[config.mk]
export PLATFORM = sky130hd
export DESIGN_NAME = key_event_ctrl
export DESIGN_NICKNAME = d
export VERILOG_FILES = /design/src/rtl/key_event_pkg.sv /design/src/rtl/key_event_fifo.sv /design/src/rtl/key_event_ctrl.sv
export SDC_FILE = /design/constraint.sdc
export NUM_CORES = 1
export LEC_CHECK = 0
export CORE_AREA = 10 10 105 107
export CTS_CLUSTER_SIZE = 14
export DETAILED_ROUTE_END_ITERATION = 16
export DIE_AREA = 0 0 115 117
export GPL_ROUTABILITY_DRIVEN = 0
export PLACE_DENSITY = 0.55
export SETUP_SLACK_MARGIN = 0.05
export SYNTH_ARGS = -nofsm -noshare
export SYNTH_HDL_FRONTEND = slang
export SYNTH_SLANG_ARGS = --single-unit
[constraint.sdc]
create_clock -name clk_1mhz -period 6.7 [get_ports clk_1mhz]
set_input_delay 0.67 -clock clk_1mhz [delete_from_list [all_inputs] [get_ports clk_1mhz]]
set_output_delay 0.67 -clock clk_1mhz [all_outputs]
set_load 0.01 [all_outputs]
[src/rtl/key_event_pkg.sv]
// +--------------------------------------------------------------------+
// | key_event_pkg: shared constants, FSM state type and helpers        |
// | Revision: 1.0                                                      |
// +--------------------------------------------------------------------+
`default_nettype none

package key_event_pkg;

  localparam int KEY_MIN        = 1;
  localparam int KEY_MAX        = 11;
  localparam int KEY_CODE_W     = 4;
  localparam int EVT_FIFO_DEPTH = 4;

  typedef enum logic [1:0] {
    ST_IDLE     = 2'd0,
    ST_DEBOUNCE = 2'd1,
    ST_HELD     = 2'd2,
    ST_RELEASE  = 2'd3
  } key_state_e;

  function automatic int max_of3(input int a, input int b, input int c);
    int m;
    m = (a > b) ? a : b;
    return (m > c) ? m : c;
  endfunction

  function automatic logic is_key_code(input logic [KEY_CODE_W-1:0] code);
    return (code >= KEY_CODE_W'(KEY_MIN)) && (code <= KEY_CODE_W'(KEY_MAX));
  endfunction

endpackage

`default_nettype wire

[src/rtl/key_event_fifo.sv]
// +--------------------------------------------------------------------+
// | key_event_fifo: synchronous FIFO; push to full is allowed only     |
// | together with a pop. Revision: 1.0                                 |
// +--------------------------------------------------------------------+
`default_nettype none

module key_event_fifo
  import key_event_pkg::*;
#(
  parameter int DEPTH = EVT_FIFO_DEPTH,
  parameter int WIDTH = KEY_CODE_W
) (
  input  logic             clk_1mhz,
  input  logic             rst,
  input  logic             push,
  input  logic [WIDTH-1:0] din,
  input  logic             pop,
  output logic [WIDTH-1:0] dout,
  output logic             full,
  output logic             empty
);

  localparam int AW = $clog2(DEPTH);

  logic [WIDTH-1:0] mem_q [DEPTH];
  logic [WIDTH-1:0] mem_d [DEPTH];
  logic [AW-1:0]    wr_ptr_q, wr_ptr_d, rd_ptr_q, rd_ptr_d;
  logic [AW:0]      count_q, count_d;
  logic             wr_en, rd_en;

  assign full  = (count_q == (AW+1)'(DEPTH));
  assign empty = (count_q == '0);
  assign dout  = mem_q[rd_ptr_q];
  assign wr_en = push && (!full || pop);
  assign rd_en = pop && !empty;

  always_comb begin
    mem_d    = mem_q;
    wr_ptr_d = wr_ptr_q;
    rd_ptr_d = rd_ptr_q;
    count_d  = count_q;
    if (wr_en) begin
      mem_d[wr_ptr_q] = din;
      wr_ptr_d        = wr_ptr_q + AW'(1);
    end
    if (rd_en) begin
      rd_ptr_d = rd_ptr_q + AW'(1);
    end
    case ({wr_en, rd_en})
      2'b10:   count_d = count_q + (AW+1)'(1);
      2'b01:   count_d = count_q - (AW+1)'(1);
      default: count_d = count_q;
    endcase
  end

  always_ff @(posedge clk_1mhz) begin
    if (rst) begin
      for (int i = 0; i < DEPTH; i++) mem_q[i] <= '0;
      wr_ptr_q <= '0;
      rd_ptr_q <= '0;
      count_q  <= '0;
    end else begin
      mem_q    <= mem_d;
      wr_ptr_q <= wr_ptr_d;
      rd_ptr_q <= rd_ptr_d;
      count_q  <= count_d;
    end
  end

endmodule

`default_nettype wire

[src/rtl/key_event_ctrl.sv]
// +--------------------------------------------------------------------+
// | key_event_ctrl: key debounce FSM feeding a key-event queue.        |
// | Define KEY_REPEAT_EN to enable auto-repeat while held. Rev: 1.0    |
// +--------------------------------------------------------------------+
`default_nettype none

module key_event_ctrl
  import key_event_pkg::*;
#(
  parameter int DEBOUNCE_CYCLES = 20000,
  parameter int REPEAT_DELAY    = 500000,
  parameter int REPEAT_PERIOD   = 100000
) (
  input  logic                  clk_1mhz,
  input  logic                  rst,
  input  logic                  button_pressed,
  input  logic [KEY_CODE_W-1:0] button_value,
  input  logic                  enable,
  output logic                  evt_valid,
  output logic [KEY_CODE_W-1:0] evt_code,
  input  logic                  evt_ready,
  output logic                  evt_overflow,
  output logic                  busy
);

  localparam int CNT_MAX = max_of3(DEBOUNCE_CYCLES, REPEAT_DELAY, REPEAT_PERIOD);
  localparam int CNT_W   = $clog2(CNT_MAX + 1);
  localparam logic [CNT_W-1:0] DEB_LIM = CNT_W'(DEBOUNCE_CYCLES);
  localparam logic [CNT_W-1:0] CNT_SAT = '1;

  key_state_e            state_q, state_d;
  logic [KEY_CODE_W-1:0] cand_q, cand_d;
  logic [CNT_W-1:0]      cnt_q, cnt_d, cnt_inc;
  logic                  busy_q, busy_d;
  logic                  ovf_q, ovf_d;
  logic                  pressed, same_key, push, pop, fifo_full, fifo_empty;
  logic [KEY_CODE_W-1:0] fifo_dout;
`ifdef KEY_REPEAT_EN
  logic [CNT_W-1:0]      rep_q, rep_d;
  logic                  rep_armed_q, rep_armed_d;
`endif

  assign pressed  = button_pressed && is_key_code(button_value);
  assign same_key = pressed && (button_value == cand_q);
  assign cnt_inc  = (cnt_q == CNT_SAT) ? cnt_q : cnt_q + CNT_W'(1);
  assign pop      = evt_valid && evt_ready;

  always_comb begin
    state_d = state_q;
    cand_d  = cand_q;
    cnt_d   = cnt_q;
    push    = 1'b0;
`ifdef KEY_REPEAT_EN
    rep_d       = rep_q;
    rep_armed_d = rep_armed_q;
`endif
    if (!enable) begin
      state_d = ST_IDLE;
      cnt_d   = '0;
`ifdef KEY_REPEAT_EN
      rep_d       = '0;
      rep_armed_d = 1'b0;
`endif
    end else begin
      case (state_q)
        ST_IDLE: begin
          // The accepting sample itself is the first of the stable run.
          if (pressed) begin
            cand_d  = button_value;
            cnt_d   = CNT_W'(1);
            state_d = ST_DEBOUNCE;
            if (DEBOUNCE_CYCLES <= 1) begin
              push    = 1'b1;
              cnt_d   = '0;
              state_d = ST_HELD;
            end
          end
        end
        ST_DEBOUNCE: begin
          if (same_key) begin
            cnt_d = cnt_inc;
            if (cnt_inc == DEB_LIM) begin
              push    = 1'b1;
              cnt_d   = '0;
              state_d = ST_HELD;
            end
          end else begin
            cnt_d   = '0;
            state_d = ST_IDLE;
          end
        end
        ST_HELD: begin
          if (same_key) begin
`ifdef KEY_REPEAT_EN
            if (rep_q == (rep_armed_q ? CNT_W'(REPEAT_PERIOD) : CNT_W'(REPEAT_DELAY))) begin
              push        = 1'b1;
              rep_d       = CNT_W'(1);
              rep_armed_d = 1'b1;
            end else if (rep_q != CNT_SAT) begin
              rep_d = rep_q + CNT_W'(1);
            end
`endif
          end else begin
            cnt_d   = pressed ? '0 : CNT_W'(1);
            state_d = (!pressed && DEBOUNCE_CYCLES <= 1) ? ST_IDLE : ST_RELEASE;
          end
        end
        ST_RELEASE: begin
          if (pressed) begin
            cnt_d = '0;
          end else if (cnt_inc >= DEB_LIM) begin
            cnt_d   = '0;
            state_d = ST_IDLE;
          end else begin
            cnt_d = cnt_inc;
          end
        end
        default: state_d = ST_IDLE;
      endcase
`ifdef KEY_REPEAT_EN
      if (state_d != ST_HELD) begin
        rep_d       = '0;
        rep_armed_d = 1'b0;
      end
`endif
    end
    busy_d = (state_d != ST_IDLE);
    ovf_d  = ovf_q || (push && fifo_full && !pop);
  end

  always_ff @(posedge clk_1mhz) begin
    if (rst) begin
      state_q <= ST_IDLE;
      cand_q  <= '0;
      cnt_q   <= '0;
      busy_q  <= 1'b0;
      ovf_q   <= 1'b0;
`ifdef KEY_REPEAT_EN
      rep_q       <= '0;
      rep_armed_q <= 1'b0;
`endif
    end else begin
      state_q <= state_d;
      cand_q  <= cand_d;
      cnt_q   <= cnt_d;
      busy_q  <= busy_d;
      ovf_q   <= ovf_d;
`ifdef KEY_REPEAT_EN
      rep_q       <= rep_d;
      rep_armed_q <= rep_armed_d;
`endif
    end
  end

  key_event_fifo #(
    .DEPTH (EVT_FIFO_DEPTH),
    .WIDTH (KEY_CODE_W)
  ) u_fifo (
    .clk_1mhz (clk_1mhz),
    .rst      (rst),
    .push     (push),
    .din      (cand_q),
    .pop      (pop),
    .dout     (fifo_dout),
    .full     (fifo_full),
    .empty    (fifo_empty)
  );

  assign evt_valid    = !fifo_empty;
  assign evt_code     = fifo_empty ? '0 : fifo_dout;
  assign evt_overflow = ovf_q;
  assign busy         = busy_q;

endmodule

`default_nettype wire

==> flow_summary_export.csv <==
group,metric,value,unit
floorplanning,placeableCoreArea,0.00902,mm²
global_routing,grt_pass1_vias,2437,
route,totalWireLength,7340,µm
power,p_sw,0.132,mW
cells_and_area,antenna_cells,0,
clock_network,htree_num_levels,2,
route,drtPass1Iterations,4,
job,maxCapViolCount,0,
timing,skew,0.0160,ns
timing,min_period,4.09,ns
global_routing,grt_max_degree,31,
cells_and_area,final_area,0.00336,mm²
power,powerDensity,176,mW/mm²
timing,worstMarginPinSlew,1.07,ns
route,first_iter_violations,187,
synthesis,yosys.area.top_type,"dfxtp_1",
clock_network,clock_latency,0.31,ns
global_routing,gr-usage-all-layers,11.2,%
synthesis,synthesis.instances,370,
route,dr_total_vias,2689,
cells_and_area,area_delta_synth_final,10.3,%
hold_path,min_path_type,"flop to flop",
global_routing,grt_antenna_before_repair,0,
synthesis,synth_area_leaders,"dfxtp_1 (33%), mux2i_1 (6.9%), nand2_1 (4.8%), nor2_1 (4.2%), a21oi_1 (3.6%)",
timing,whs,0.501,ns
timing,setup_ws,2.61,ns
timing,setup_violations,0,
clock_network,cts_sinks,50,
timing,slew_violations,0,
synthesis,ys_warn_count,0,
timing,fmax,244,MHz
clock_network,clkTransAtPathRegs,0.11,ns
critical_path,worstSetupPathType,"flop to flop",
timing,final.setup.tns,0,ns
power,combPwrFrac,4.7,%
cells_and_area,finalNonFillerCells,480,
critical_path,path_cells,"ha_1, nand4_1, nor3_1, nand4_1, a221o_1, nor4_4, and2_1, nand2_1, ha_1, inv_1, fa_1, xor2_1, or3_1, a21oi_1",
synthesis,synth_top_area_share,32.8,%
global_routing,grt_use_met1,15.6,%
outcome,status,"finished clean",
power,leakage,1.21,nW
clock_network,cts_inserted_buffers,5,
floorplanning,fp.dieW,115,µm
critical_path,critical_path.max_fanout,13,
critical_path,worstSetupEndpointType,"flop",
critical_path,crit_arrival,4.31,ns
synthesis,syn_area,0.00305,mm²
hold_path,holdPathStages,2,
synthesis,synth.most_common_cell,"dfxtp_1",
floorplanning,fp-row-count,35,
floorplanning,pin_count,16,
synthesis,ys_types,54,
synthesis,synth_edf_count,0,
place,post-place-ws,2.68,ns
timing,hold_viol,0,
critical_path,rr_worst_depth,14,
place,dpl.hpwl,5280,µm
power,p_int,0.459,mW
floorplanning,start_util,33.8,%
critical_path,cp-start-kind,"flop",
cells_and_area,drive_gt1_share,6.78,%
global_routing,grt_first_pass_wirelength,12500,µm
global_routing,use_met3,1.94,%
place,post_dp_cell_area,0.00322,mm²
timing,max_slew_margin,28.4,%
route,route.detailed.drc,0,
clock_network,ctsHoldBuffers,0,
cells_and_area,fin_nets,384,
synthesis,postSynth.asyncResetShare,0,%
synthesis,yosysSeqAreaShare,32.8,%
global_routing,top_usage_layer,"met2",
cells_and_area,n_fill_cell,942,
synthesis,synth.ff_latch_count,50,
timing,fin_crit_sh,61.1,%
clock_network,cts_tree,"yes",
power,ir_drop,0.000119,V
global_routing,grt_remaining_overflow,0,
power,pwr-share-clk,44.2,%
clock_network,cts_resized,0,
floorplanning,die_h,117,µm
timing,grt_setup_unrepaired,"false",
route,wl_per_cell,15.3,µm
synthesis,ys.flop_type,"dfxtp_1",
floorplanning,die_area,0.0135,mm²
clock_network,clockRootBuffer,"clkbuf_8",
synthesis,syn-mean-instance-area,8.24,µm²
route,routed_via_density,5.60,
synthesis,syn-num-nets,386,
global_routing,use_met2,17.2,%
place,numPlacedInstances,472,
clock_network,cts_buffer_depth,2,
power,sequentialPowerShare,51.1,%
critical_path,cp_slowest_cell,"dfxtp_1",
place,port_buffers,15,
critical_path,critical_path_required,6.92,ns
critical_path,max_stage_delay,0.51,ns
route,ant_nets,0,
synthesis,synth_top_cells_by_count,"dfxtp_1 (50), nand2_1 (39), nor2_1 (34)",
clock_network,cts_setup_buffers,0,
power,swShare,22.3,%
-- metrics by stage --
step	total power, mW	utilization [%]
2_1_floorplan	0.325	-
3_3_place_gp	0.337	35.7
3_5_place_dp	0.337	35.7
4_1_cts	0.598	37.3
5_1_grt	0.610	37.3
6_report	0.591	37.3
-- cells by family after synthesis --
| group | Yosys count | share of synthesized area, % |
|---|---|---|
| compound gates | 79 | 16.6 |
| xor+xnor | 12 | 3.45 |
| fa+ha+maj | 7 | 3.12 |
| buf+inv | 34 | 5.09 |
| flops | 50 | 32.8 |
| mux | 25 | 9.85 |
| simple gates | 163 | 29.1 |
-- power by group through the flow --
stage,clock (mW),sequential (mW),combinational (mW)
finish,0.261,0.302,0.0279
global route,0.276,0.303,0.0310
CTS,0.268,0.302,0.0279
detailed placement,0,0.309,0.0278
global placement,0,0.309,0.0281
floorplan,0,0.308,0.0175
-- path summary, 6_finish.rpt --
kind / from / endpoint / slack [ns]
worst max-delay path: cnt_q[1] / u_fifo.count_q[2] / 2.61
worst min-delay path: u_fifo.mem_q[4] / u_fifo.mem_q[4] / 0.50
worst max register to register: cnt_q[1] / u_fifo.count_q[2] / 2.61
worst min register to register: u_fifo.mem_q[4] / u_fifo.mem_q[4] / 0.50
-- metal layers --
layer  up-vias  share of wire (%)
li1       1342                  -
met4         0               0.74
met5         -                  0
met3         5                4.7
met2        66                 45
met1      1276                 49
-- flip-flops by register name (all words and copies together), names as in the netlist --
signal           flops
cand_q               4
u_fifo.count_q       3
cnt_q               19
evt_overflow         1
u_fifo.mem_q        16
u_fifo.wr_ptr_q      2
busy                 1
u_fifo.rd_ptr_q      2
state_q              2
-- layout by cell type, fill, tap and decap left out, types with 2 or more instances in the layout --
cell / count
a21oi_1: 22
a221o_1: 3
o21a_1: 2
nand3_1: 17
nand2b_1: 3
nand2_1: 39
mux4_2: 4
and3_1: 7
o31ai_1: 3
o21ai_0: 19
nor2b_1: 3
nor3_1: 10
o211ai_1: 3
dfxtp_1: 50
xnor2_1: 9
nor2_1: 34
nor4_1: 3
clkdlybuf4s50_1: 15
inv_1: 9
nor4_4: 3
and4_1: 2
or3_1: 4
or2_2: 3
ha_1: 6
xor2_1: 3
and2_1: 9
nor3b_1: 4
a31oi_1: 12
nand4_1: 14
nand4b_1: 3
o221ai_1: 2
o22ai_1: 2
bufinv_16: 2
clkbuf_8: 5
mux2i_1: 21
-- critical path, delay by kind of cell, from the launching register on --
family                   cells  cell delay [ns]
AO/OA/AOI/OAI                2             0.58
XOR/XNOR                     1             0.07
adder cells (fa/ha/maj)      3             0.86
buffers and inverters        1             0.07
flip-flops                   1             0.51
AND/OR/NAND/NOR              7             1.91
-- final cells by class --
| class | instances | area [µm²] | share of cell area (%) |
|---|---|---|---|
| repair buffers | 16 | 158 | 4.69 |
| inverters | 9 | 33.8 | 1.00 |
| multi-input cells | 286 | 1890 | 56.3 |
| clock inverters | 3 | 68.8 | 2.05 |
| flip-flops and latches | 50 | 1000 | 29.8 |
| clock buffers | 5 | 68.8 | 2.05 |
| well taps | 111 | 139 | 4.13 |
Note: power is estimated with default switching activity, not from simulation.
